===== config.mk =====
export PLATFORM = sky130hd
export DESIGN_NAME = x_multdiv_unit
export DESIGN_NICKNAME = d
export VERILOG_FILES = /design/src/rtl/multdiv_pkg.sv /design/src/rtl/multdiv_iter_datapath.sv /design/src/rtl/x_multdiv_unit.sv
export SDC_FILE = /design/constraint.sdc
export NUM_CORES = 1
export LEC_CHECK = 0
export ABC_AREA = 1
export CORE_MARGIN = 1.5
export CORE_UTILIZATION = 30
export DETAILED_ROUTE_END_ITERATION = 10
export PLACE_DENSITY = 0.51
export SETUP_SLACK_MARGIN = 0.05
export SYNTH_ARGS = -nofsm -noshare
export SYNTH_HDL_FRONTEND = slang
export SYNTH_SLANG_ARGS = --single-unit

===== constraint.sdc =====
create_clock -name clock -period 4.24 [get_ports clock]
set_input_delay 1.272 -clock clock [delete_from_list [all_inputs] [get_ports clock]]
set_output_delay 1.272 -clock clock [all_outputs]
set_load 0.005 [all_outputs]

===== src/rtl/multdiv_pkg.sv =====
// Shared definitions for x_multdiv_unit: FSM states, iteration count, operation encoding.
// The DIV state only exists when MULTDIV_DIV_EN is defined.
package multdiv_pkg;

    localparam int unsigned ITER_COUNT = 32;

    typedef enum logic [1:0] {
        ST_IDLE = 2'd0,
        ST_MULT = 2'd1,
`ifdef MULTDIV_DIV_EN
        ST_DIV  = 2'd2,
`endif
        ST_DONE = 2'd3
    } state_e;

    typedef enum logic {
        OP_MUL = 1'b0,
        OP_DIV = 1'b1
    } op_e;

    // Magnitude of a two's-complement value; 0x80000000 maps to itself as unsigned 2^31.
    function automatic logic [31:0] abs32(input logic [31:0] v);
        return v[31] ? (~v + 32'd1) : v;
    endfunction

endpackage


===== src/rtl/multdiv_iter_datapath.sv =====
// Radix-2 iterative datapath: 64-bit accumulator, shift-add / restoring-subtract step, sign fix-up.
// Divider step and fix-up are compiled only when MULTDIV_DIV_EN is defined.
module multdiv_iter_datapath
    import multdiv_pkg::*;
(
    input  logic        clk_i,
    input  logic        rst_ni,
    input  logic        load_i,
    input  logic        step_i,
`ifdef MULTDIV_DIV_EN
    input  op_e         op_i,
`endif
    input  logic [31:0] opa_i,
    input  logic [31:0] opb_i,
    output logic [31:0] result_o,
    output logic        exception_o
);

    logic [63:0] acc_q;
    logic [63:0] acc_d;
    logic [31:0] mag_q;
    logic        neg_q;
    logic [32:0] sum;
    logic [63:0] prod;
`ifdef MULTDIV_DIV_EN
    op_e         op_q;
    logic        zero_q;
    logic [32:0] trial;
    logic [31:0] quot;
`endif

    always_ff @(posedge clk_i or negedge rst_ni) begin
        if (!rst_ni) begin
            acc_q  <= '0;
            mag_q  <= '0;
            neg_q  <= 1'b0;
`ifdef MULTDIV_DIV_EN
            op_q   <= OP_MUL;
            zero_q <= 1'b0;
`endif
        end else if (load_i) begin
            neg_q <= opa_i[31] ^ opb_i[31];
`ifdef MULTDIV_DIV_EN
            op_q   <= op_i;
            zero_q <= (opb_i == '0);
            if (op_i == OP_DIV) begin
                acc_q <= {32'd0, abs32(opa_i)};
                mag_q <= abs32(opb_i);
            end else begin
                acc_q <= {32'd0, abs32(opb_i)};
                mag_q <= abs32(opa_i);
            end
`else
            acc_q <= {32'd0, abs32(opb_i)};
            mag_q <= abs32(opa_i);
`endif
        end else if (step_i) begin
            acc_q <= acc_d;
        end
    end

    // Result is fixed up from the stepped value so the last iteration's outcome is ready at its own edge.
    always_comb begin
        sum         = {1'b0, acc_q[63:32]} + (acc_q[0] ? {1'b0, mag_q} : 33'd0);
        acc_d       = {sum, acc_q[31:1]};
        prod        = neg_q ? (~acc_d + 64'd1) : acc_d;
        result_o    = prod[31:0];
        exception_o = !((&prod[63:31]) || !(|prod[63:31]));
`ifdef MULTDIV_DIV_EN
        trial = {1'b0, acc_q[62:31]} - {1'b0, mag_q};
        quot  = '0;
        if (op_q == OP_DIV) begin
            acc_d = trial[32] ? {acc_q[62:0], 1'b0} : {trial[31:0], acc_q[30:0], 1'b1};
            quot  = acc_d[31:0];
            if (zero_q) begin
                result_o    = '0;
                exception_o = 1'b1;
            end else begin
                result_o    = neg_q ? (~quot + 32'd1) : quot;
                exception_o = !neg_q && quot[31];
            end
        end
`endif
    end

endmodule


===== src/rtl/x_multdiv_unit.sv =====
// Multicycle signed multiply/divide unit with stall handshake: FSM, iteration counter, result registers.
// Divide support is enabled by defining MULTDIV_DIV_EN.
module x_multdiv_unit
    import multdiv_pkg::*;
(
    input  logic        clock,
    input  logic        reset,
    input  logic [31:0] data_operandA,
    input  logic [31:0] data_operandB,
    input  logic        ctrl_MULT,
    input  logic        ctrl_DIV,
    output logic        stall,
    output logic [31:0] data_result,
    output logic        data_exception,
    output logic        data_resultRDY
);

    state_e      state_q;
    logic [4:0]  cnt_q;
    logic [31:0] result_q;
    logic        exc_q;
    logic        rdy_q;
    logic        start_div;
    logic        start;
    logic        busy;
    logic        last_iter;
    logic [31:0] dp_result;
    logic        dp_exception;

`ifdef MULTDIV_DIV_EN
    assign start_div = ctrl_DIV;
    assign busy      = (state_q == ST_MULT) || (state_q == ST_DIV);
`else
    logic unused_ctrl_div;
    assign unused_ctrl_div = ctrl_DIV;
    assign start_div       = 1'b0;
    assign busy            = (state_q == ST_MULT);
`endif

    assign start     = (state_q == ST_IDLE) && (ctrl_MULT || start_div);
    assign last_iter = (cnt_q == 5'(ITER_COUNT - 1));
    assign stall     = busy || start;

    multdiv_iter_datapath u_datapath (
        .clk_i       (clock),
        .rst_ni      (reset),
        .load_i      (start),
        .step_i      (busy),
`ifdef MULTDIV_DIV_EN
        .op_i        (ctrl_MULT ? OP_MUL : OP_DIV),
`endif
        .opa_i       (data_operandA),
        .opb_i       (data_operandB),
        .result_o    (dp_result),
        .exception_o (dp_exception)
    );

    always_ff @(posedge clock or negedge reset) begin
        if (!reset) begin
            state_q  <= ST_IDLE;
            cnt_q    <= '0;
            result_q <= '0;
            exc_q    <= 1'b0;
            rdy_q    <= 1'b0;
        end else begin
            case (state_q)
                ST_IDLE: begin
                    rdy_q <= 1'b0;
                    if (ctrl_MULT) begin
                        state_q <= ST_MULT;
                        cnt_q   <= '0;
                    end
`ifdef MULTDIV_DIV_EN
                    else if (start_div) begin
                        state_q <= ST_DIV;
                        cnt_q   <= '0;
                    end
`endif
                end
                ST_MULT
`ifdef MULTDIV_DIV_EN
                , ST_DIV
`endif
                : begin
                    cnt_q <= cnt_q + 5'd1;
                    if (last_iter) begin
                        state_q  <= ST_DONE;
                        rdy_q    <= 1'b1;
                        result_q <= dp_result;
                        exc_q    <= dp_exception;
                    end
                end
                ST_DONE: begin
                    rdy_q   <= 1'b0;
                    state_q <= ST_IDLE;
                end
                default: begin
                    rdy_q   <= 1'b0;
                    state_q <= ST_IDLE;
                end
            endcase
        end
    end

    assign data_result    = result_q;
    assign data_exception = exc_q;
    assign data_resultRDY = rdy_q;

endmodule


==> flow_summary.json, run 1 <==
{
  "status": "finished, final reports clean",
  "placedInstanceArea_mm2": 0.01368,
  "path_max_fanout": 2,
  "htreeDepth": 4,
  "worst_slew_pin_slew_ns": 0.8590,
  "ys_seq_elements": 138,
  "dieArea_mm2": 0.04139,
  "cp-start-kind": "input port",
  "slew_headroom": 0.4273,
  "timing.rr.start": "u_datapath.acc_q[0]$_DFFE_PN0P_",
  "clkSinkCount": 138,
  "antenna_found_initial": 0,
  "num_vias": 12030,
  "area_growth_pct": 18.64,
  "grt_pass1_vias": 11460,
  "num_rows": 73,
  "final_cells": 2577,
  "nets": 2145,
  "slew_violations": 0,
  "postSynth.asyncResetShare": 1.000,
  "die_w_um": 203.5,
  "fin_util": 0.3599,
  "wl_per_cell_um": 14.14,
  "cp-end-kind": "primary output",
  "hold_slack_ns": 0.4839,
  "synth_enable_flop_cells": 0,
  "synthTopCellsByArea": "dfrtp_1 29%, nand2_1 21%, inv_1 8.5%",
  "cts_setup_buffers": 0,
  "cts_root_buf": "clkbuf_16",
  "r2r.worst_path.cells": 25,
  "finalSetupViolations": 0,
  "place_congestion": 0.8817,
  "synth_cells": 1954,
  "hold_start": "u_datapath.mag_q[12]$_DFFE_PN0P_",
  "setup_ws_ns": 0.3629,
  "clock_latency_ns": 0.43,
  "antenna_left": 0,
  "diodes": 0,
  "r2r_setup_slack_ns": 0.43,
  "gr-total-overflow": 0,
  "rsz0062_at_grt": "false",
  "arrival_ns": 2.61,
  "synth_top_area_cell": "dfrtp_1",
  "placedCellCount": 2545,
  "fmax_ghz": 0.2579,
  "p_per_area_mw_per_mm2": 819.2,
  "drt_first_pass_iters": 5,
  "finalHoldViolations": 0,
  "drt_wl_total_mm": 36.43,
  "grt_first_pass_wirelength_mm": 59.24,
  "cts_buffers": 17,
  "p_leak_nw": 7.249,
  "drc": 0,
  "drive_gt1_frac": 0.07505,
  "required_ns": 2.97,
  "yosysUniqueCellTypes": 45,
  "yosysTopAreaCellShare": 0.2865,
  "yosysSeqAreaShare": 0.2865,
  "portBuffers": 101,
  "core-area_mm2": 0.03973,
  "period_needed_ns": 3.877,
  "setup_tns_ns": 0,
  "cts_hold_buf": 0,
  "hold-path-cell-count": 2,
  "viasPerCell": 4.669,
  "clk_pin_slew_ns": 0.06,
  "maxCapViolations": 0,
  "grt_max_degree": 97,
  "fp.dieH_um": 203.5,
  "cts_buffer_depth": 2,
  "hp-class": "reg2reg",
  "total_power_mw": 11.72,
  "grt_usage": 0.1797,
  "syn-cell-area_mm2": 0.01205,
  "syn_avg_cell_area_um2": 6.169,
  "synth_ff_type": "dfrtp_1",
  "crit_type": "in2out",
  "period_share": 0.9144,
  "cts_tree": "done",
  "start_util": 0.3034,
  "io_pins": 103,
  "r2r-end": "data_exception$_DFFE_PN0P_",
  "yosys_warnings": 0,
  "cts_resized": 0,
  "fin_worst_skew_ns": 0.01355,
  "design_area_mm2": 0.01430,
  "drt_iter0_drc": 707,
  "holdPathEnd": "u_datapath.mag_q[12]$_DFFE_PN0P_",
  "dp_hpwl_mm": 29.28,
  "dpl_worst_slack_ns": 0.07805,
  "synth_nets": 2060,
  "ir_drop_mv": 0.3131
}
==> flip-flops by register name, indices dropped and copies added (netlist names) <==
register,cells
cnt_q,5
u_datapath.mag_q,32
state_q,2
u_datapath.neg_q,1
data_result,32
data_resultRDY,1
u_datapath.acc_q,64
data_exception,1
==> worst max-delay path: stages <==
cell             delay (ns)
clkdlybuf4s50_1        0.50
nand3_2                0.09
inv_1                  0.11
nor2_4                 0.04
inv_1                  0.08
clkdlybuf4s50_1        0.52
==> layer usage <==
layer / routed length, um / GRT usage / up-vias
met2: 16430 / 0.2873 / 207
li1: - / - / 6279
met4: 444 / 0.04603 / 0
met3: 1044 / 0.01550 / 29
met5: 0 / 0 / -
met1: 18500 / 0.2595 / 5517
==> cell families (layout without fill, tap and decap cells) <==
kind of cell,count (synthesis),after routing,synth area share
AO/OA/AOI/OAI,244,244,0.1085
XOR/XNOR,81,81,0.05885
adder cells (fa/ha/maj),38,38,0.04007
buffers and inverters,342,440,0.1072
flip-flops,138,138,0.2865
AND/OR/NAND/NOR,1111,1111,0.3989
==> cell usage in the layout (no fill, tap or decap), types with 4 or more instances in the layout <==
cell / n
nor2_2: 15
dfrtp_1: 137
or2_2: 5
nand2_2: 33
xnor2_1: 18
clkbuf_16: 17
o31ai_1: 6
and2_1: 5
nand3_2: 13
nor2_1: 180
nor3_1: 23
clkdlybuf4s50_1: 100
buf_4: 19
inv_1: 273
a22oi_1: 9
nand3b_1: 12
nand2_1: 671
a21oi_1: 28
ha_1: 37
nor2_4: 11
nand4_1: 22
nand3_1: 106
inv_2: 12
o21ai_0: 180
xor2_1: 63
o21ai_1: 6
o221ai_1: 4
==> cell type report <==
type	count	area [um2]
clock buffer	18	429.2
clock inverter	14	187.7
fill	4404	25430
inverter	287	1077
multi-input combinational	1474	7321
sequential	138	3455
tap	525	656.9
timing repair buffer	121	1175
==> how the worst max path moves through the flow <==
stage	depth (start not counted)	from	to	slack [ns]
final	6	ctrl_MULT	stall	0.36
after global routing	25	u_datapath.acc_q[0]$_DFFE_PN0P_	data_exception$_DFFE_PN0P_	0.09
after CTS	6	ctrl_MULT	stall	0.35
after detailed placement	17	data_operandB[0]	u_datapath.acc_q[30]$_DFFE_PN0P_	0.08
after global placement	17	data_operandB[0]	u_datapath.acc_q[30]$_DFFE_PN0P_	0.12
after floorplan	5	ctrl_MULT	stall	0.97
==> cell usage after synthesis, types with 3 or more instances <==
master	n
o221ai_1	4
nor2_1	181
buf_1	6
a21oi_2	3
nand3_2	12
clkbuf_1	47
inv_2	12
nand3_1	107
nor4_1	3
nand4_1	22
xor2_1	63
nor4_2	3
o21ai_1	6
nand2_2	33
nor2_4	10
xnor2_1	18
nor3_1	23
inv_1	273
o31ai_1	6
nor2_2	15
a21oi_1	28
nand3b_1	12
a22oi_1	9
or2_2	5
dfrtp_1	138
ha_1	37
and2_1	5
o21ai_0	180
nand2_1	671
==> report_power, final <==
| part | leakage, nW | switching, mW | internal (mW) |
|---|---|---|---|
| sequential | 1.72 | 0.419 | 1.96 |
| clock | 0.292 | 0.635 | 0.941 |
| combinational | 5.24 | 5.24 | 2.53 |
| total | 7.25 | 6.29 | 5.42 |
(Power assumes the default switching activity.)
==> run 2, diff against run 1 <==
--- a/config.mk
+++ b/config.mk
@@ -6,10 +6,12 @@
 export NUM_CORES = 1
 export LEC_CHECK = 0
 export ABC_AREA = 1
+export CAP_MARGIN = 10
 export CORE_MARGIN = 1.5
-export CORE_UTILIZATION = 30
+export CORE_UTILIZATION = 40
 export DETAILED_ROUTE_END_ITERATION = 10
-export PLACE_DENSITY = 0.51
+export HOLD_SLACK_MARGIN = 0.15
+export PLACE_DENSITY = 0.63
 export SETUP_SLACK_MARGIN = 0.05
 export SYNTH_ARGS = -nofsm -noshare
 export SYNTH_HDL_FRONTEND = slang
==> run 2 against run 1 <==
Critical path depth unchanged. Flip-flop and latch count unchanged. Count of clock-buffer cells in the layout increased by 1. Global-route usage increased by 4.8 points. Combinational power decreased by 1%. Critical path type unchanged. Non-clock buffer count decreased by 4. Clock power about the same. Cell count decreased by 5.4%. Sequential power increased by 2%. Maximum frequency increased by 0.20%.
==> flow_summary.json, run 2 (same netlist as run 1, synthesis figures left out) <==
{
  "htreeDepth": 4,
  "grt_first_pass_wirelength_mm": 56.64,
  "core-area_mm2": 0.02964,
  "nets": 2141,
  "grt_usage": 0.2277,
  "die_w_um": 176.6,
  "fmax_ghz": 0.2584,
  "slew_headroom": 0.4304,
  "num_rows": 63,
  "finalHoldViolations": 0,
  "nFillCells": 3048,
  "placedInstanceArea_mm2": 0.01349,
  "p_leak_nw": 7.235,
  "rsz0062_at_grt": "false",
  "area_growth_pct": 16.91,
  "hold-path-cell-count": 2,
  "fp.dieH_um": 176.6,
  "period_share": 0.9126,
  "cts_buffers": 17,
  "required_ns": 2.97,
  "grt_util_met2": 0.3587,
  "largest_reg_flops": 64,
  "cts_resized": 0,
  "crit_chain": "clkdlybuf4s50_1, nand3_2, inv_1, nor2_4, inv_1, clkdlybuf4s50_1",
  "gr-total-overflow": 0,
  "cts_root_buf": "clkbuf_16",
  "clkSinkCount": 138,
  "wl_per_cell_um": 14.29,
  "r2r_setup_slack_ns": 0.53,
  "worst_slew_pin_slew_ns": 0.8544,
  "cts_setup_buffers": 0,
  "fin_worst_skew_ns": 0.007417,
  "final_common_cell": "nand2_1",
  "holdPathEnd": "u_datapath.mag_q[16]$_DFFE_PN0P_",
  "top_usage_layer": "met2",
  "cp-start-kind": "input port",
  "p_per_area_mw_per_mm2": 826.8,
  "viasPerCell": 5.029,
  "period_needed_ns": 3.869,
  "portBuffers": 101,
  "antenna_found_initial": 1,
  "io_pins": 103,
  "hp-class": "reg2reg",
  "critPathTopFamily": "buffers and inverters",
  "diodes": 0,
  "cts_buffer_depth": 2,
  "drc": 0,
  "path_max_fanout": 2,
  "timing.rr.start": "u_datapath.acc_q[0]$_DFFE_PN0P_",
  "path_buf_inv": 4,
  "max_stage_delay_ns": 0.52,
  "grt_max_degree": 97,
  "grt_util_met3": 0.03273,
  "setup_tns_ns": 0,
  "drt_wl_total_mm": 34.82,
  "dp_hpwl_mm": 27.41,
  "largest_register": "u_datapath.acc_q",
  "hold_start": "u_datapath.mag_q[16]$_DFFE_PN0P_",
  "r2r.worst_path.cells": 24,
  "ir_drop_mv": 0.3784,
  "grt_pass1_vias": 11470,
  "crit_type": "in2out",
  "r2r-end": "data_exception$_DFFE_PN0P_",
  "drive_gt1_frac": 0.07230,
  "dieArea_mm2": 0.03119,
  "maxCapViolations": 0,
  "grt_util_met1": 0.3269,
  "cp-end-kind": "primary output",
  "drt_first_pass_iters": 6,
  "critPathLaunch": "ctrl_MULT",
  "final_cell_mix": "671 x nand2_1, 273 x inv_1, 180 x nor2_1, 180 x o21ai_0, 137 x dfrtp_1",
  "status": "finished, final reports clean",
  "antenna_left": 0,
  "start_util": 0.4067,
  "clk_pin_slew_ns": 0.05,
  "crit_slowest_cell": "clkdlybuf4s50_1",
  "clock_latency_ns": 0.43,
  "finalSetupViolations": 0,
  "arrival_ns": 2.60,
  "slew_violations": 0,
  "cts_tree": "done",
  "cts_hold_buf": 0,
  "place_congestion": 0.9358,
  "drt_iter0_drc": 918,
  "num_vias": 12260,
  "design_area_mm2": 0.01409
}
==> run 2: cell count changes in the layout (fill, tap and decap cells not counted) <==
cell and change:
buf_4 -4, bufinv_16 +1, clkbuf_1 +1, clkinv_2 +4, clkinv_4 -1, clkinvlp_4 -2, inv_6 -2, inv_8 -2
==> run 2: worst max path at each step <==
stage                                  endpoint  depth (start not counted)
3_3_place_gp   u_datapath.acc_q[30]$_DFFE_PN0P_                         17
2_1_floorplan                             stall                          5
5_1_grt        u_datapath.acc_q[30]$_DFFE_PN0P_                         17
4_1_cts                                   stall                          6
3_5_place_dp   u_datapath.acc_q[30]$_DFFE_PN0P_                         17
6_report                                  stall                          6
==> run 2: report_power, final <==
group          internal, mW  leakage [nW]  switching, mW
logic                  2.51          5.22           5.16
clock network         0.979         0.297          0.577
registers              1.96          1.72          0.470
==> run 2: worst min-delay path, cell delays in order, from the launching register on <==
cell     delay [ns]
dfrtp_1        0.34
nand2_1        0.05
o21ai_0        0.06
==> run 2: area by class of cell <==
class,instances,area (um2),area share
Sequential cell,138,3455,0.2451
Tap cell,390,488.0,0.03463
Clock buffer,19,432.9,0.03072
Timing Repair Buffer,117,1145,0.08124
Inverter,287,1077,0.07644
Clock inverter,12,173.9,0.01234
Multi-Input combinational cell,1474,7321,0.5195
==> run 2: per-layer routing <==
metal / vias to the layer above / share of wire / routed length, um
li1: 6282 / - / -
met1: 5621 / 0.49 / 16990
met2: 316 / 0.44 / 15430
met3: 36 / 0.056 / 1946
met4: 0 / 0.013 / 457
met5: - / 0 / 0
==> run 2: stage by stage <==
| stage | cells | util | setup slack [ns] | power [mW] | hold slack (ns) |
|---|---|---|---|---|---|
| final | 2437 | 0.4755 | 0.3707 | 11.65 | 0.4819 |
| after detailed placement | 2406 | 0.4550 | 0.04678 | 10.01 | 0.4753 |
| after CTS | 2437 | 0.4755 | 0.3585 | 11.62 | 0.4896 |
| after global routing | 2437 | 0.4755 | 0.1326 | 12.82 | 0.5019 |
| after floorplan | 1954 | - | 0.9728 | 7.797 | 0.4494 |
| after global placement | 2406 | 0.4550 | 0.1516 | 9.850 | 0.4684 |
==> run 3, diff against run 2 <==
--- a/config.mk
+++ b/config.mk
@@ -11,7 +11,7 @@
 export CORE_UTILIZATION = 40
 export DETAILED_ROUTE_END_ITERATION = 10
 export HOLD_SLACK_MARGIN = 0.15
-export PLACE_DENSITY = 0.63
+export PLACE_DENSITY = 0.65
 export SETUP_SLACK_MARGIN = 0.05
 export SYNTH_ARGS = -nofsm -noshare
 export SYNTH_HDL_FRONTEND = slang
==> constraint.sdc (replaced) <==
create_clock -name clock -period 3.3 [get_ports clock]
set_input_delay 0.99 -clock clock [delete_from_list [all_inputs] [get_ports clock]]
set_output_delay 0.99 -clock clock [all_outputs]
set_load 0.005 [all_outputs]
==> run 3 against run 2 <==
The flow now finishes with violations (setup timing). Flip-flop and latch count is the same. Worst hold slack gained 0.0038 ns. Die area is the same. Count of clock-buffer cells in the layout shrank 2. Cell area grew 18%. Clock skew grew 0.0045 ns. Combinational power grew 81%. First-iteration DRC count grew 5.2%. Non-clock buffer count grew 214. Wire length grew 9.2%. Core utilization grew 8.5 points.
==> flow_summary.json, run 3 (same netlist as run 1, synthesis figures left out) <==
{
  "violations": "setup timing",
  "largest_reg_flops": 64,
  "period_needed_ns": 3.419,
  "fp.dieH_um": 176.6,
  "antenna_left": 0,
  "diodes": 0,
  "critPathTopFamily": "simple AND/OR/NAND/NOR gates",
  "viasPerCell": 5.000,
  "fin_worst_skew_ns": 0.01194,
  "drt_wl_total_mm": 38.03,
  "cts_tree": "done",
  "cts_root_buf": "clkbuf_16",
  "status": "finished with violations",
  "largest_register": "u_datapath.acc_q",
  "clock_latency_ns": 0.44,
  "final_cells": 2650,
  "drc": 0,
  "clk_pin_slew_ns": 0.06,
  "portBuffers": 101,
  "crit_type": "reg2reg",
  "nets": 2355,
  "crit_slowest_cell": "dfrtp_2",
  "grt_usage": 0.2403,
  "drt_iter0_drc": 966,
  "hold_slack_ns": 0.4857,
  "num_rows": 63,
  "htreeDepth": 4,
  "total_power_mw": 18.98,
  "cts_buffers": 17,
  "io_pins": 103,
  "max_stage_delay_ns": 0.50,
  "multiInputGateArea_mm2": 0.008213,
  "cp-start-kind": "register",
  "nFillCells": 2854,
  "area_growth_pct": 37.91,
  "clkSinkCount": 138,
  "setup_ws_ns": -0.1189,
  "grt_max_degree": 97,
  "period_share": 1.036,
  "place_congestion": 0.9076,
  "num_vias": 13250,
  "regArea_mm2": 0.003456,
  "slew_violations": 0,
  "fmax_ghz": 0.2925,
  "p_per_area_mw_per_mm2": 1142,
  "required_ns": 3.63,
  "ir_drop_mv": 0.4829,
  "worst_slew_pin_slew_ns": 0.8501,
  "placedInstanceArea_mm2": 0.01490,
  "cp-end-kind": "register",
  "finalSetupViolations": 1,
  "gr-total-overflow": 0,
  "path_buf_inv": 6,
  "drt_first_pass_iters": 5,
  "design_area_mm2": 0.01662,
  "final_common_cell": "nand2_1",
  "p_leak_nw": 8.308,
  "cts_hold_buf": 0,
  "core-area_mm2": 0.02964,
  "cts_buffer_depth": 2,
  "dieArea_mm2": 0.03119,
  "drive_gt1_frac": 0.2327,
  "hp-class": "in2async",
  "slew_headroom": 0.4333,
  "grt_first_pass_wirelength_mm": 60.23,
  "fin_util": 0.5609,
  "setup_tns_ns": -0.1189,
  "path_max_fanout": 7,
  "dpl_worst_slack_ns": -0.4238,
  "placedCellCount": 2594,
  "die_w_um": 176.6,
  "dp_hpwl_mm": 28.57,
  "rsz0062_at_grt": "true",
  "wl_per_cell_um": 14.35,
  "cpMostUsedCell": "nand2_1",
  "start_util": 0.4067,
  "antenna_found_initial": 1,
  "arrival_ns": 3.75,
  "grt_pass1_vias": 12460,
  "final_cell_mix": "607 x nand2_1, 263 x inv_1, 224 x buf_4, 171 x o21ai_0, 146 x nor2_1",
  "maxCapViolations": 0,
  "finalHoldViolations": 0
}
-- run 3: cell types whose count changed in the layout (fill, tap and decap cells not counted), sizes merged --
| cell | change |
|---|---|
| clkdlybuf4s50 | -4 |
| dlymetal6s2s | +3 |
| buf | +212 |
| clkinvlp | +4 |
| bufinv | -2 |
| dlygate4sd2 | +1 |
| inv | +3 |
| clkinv | -4 |
-- run 3: what timing repair did --
item | in CTS | in global routing
gates cloned | 0 | 2
endpoints found under the setup margin | 4 | 17
buffers inserted | 8 | 16
gates resized for setup | 70 | 156
pin swaps | 32 | 56
-- run 3: final cells by class --
type                    instances  area share
multi-input cells            1474      0.4941
flip-flops and latches        138      0.2079
repair buffers                331      0.1692
inverters                     287     0.06511
clock buffers                  17     0.02559
clock inverters                13    0.008806
well taps                     390     0.02935
-- run 3: path summary, 6_finish.rpt --
path	slack, ns	end	depth (start not counted)	start
max	-0.12	data_exception$_DFFE_PN0P_	27	u_datapath.acc_q[0]$_DFFE_PN0P_
min	0.49	data_result[6]$_DFFE_PN0P_	1	reset
max reg2reg	-0.12	data_exception$_DFFE_PN0P_	27	u_datapath.acc_q[0]$_DFFE_PN0P_
min reg2reg	0.49	u_datapath.mag_q[8]$_DFFE_PN0P_	2	u_datapath.mag_q[8]$_DFFE_PN0P_
max in group asynchronous	2.04	u_datapath.acc_q[0]$_DFFE_PN0P_	2	reset
min in group clock	0.49	u_datapath.mag_q[8]$_DFFE_PN0P_	2	u_datapath.mag_q[8]$_DFFE_PN0P_
-- run 3: routing by layer --
| metal | vias up | track usage | wire length [um] |
|---|---|---|---|
| met5 | - | 0 | 0 |
| met4 | 0 | 0.07309 | 721 |
| met3 | 60 | 0.02885 | 1573 |
| met2 | 336 | 0.3869 | 18010 |
| met1 | 6154 | 0.3360 | 17720 |
| li1 | 6700 | - | - |
-- run 3: report_power, final --
part | internal, mW | switching [mW] | total [mW]
Combinational | 5.96 | 7.96 | 13.9
Sequential | 2.52 | 0.657 | 3.17
Clock | 1.11 | 0.777 | 1.89
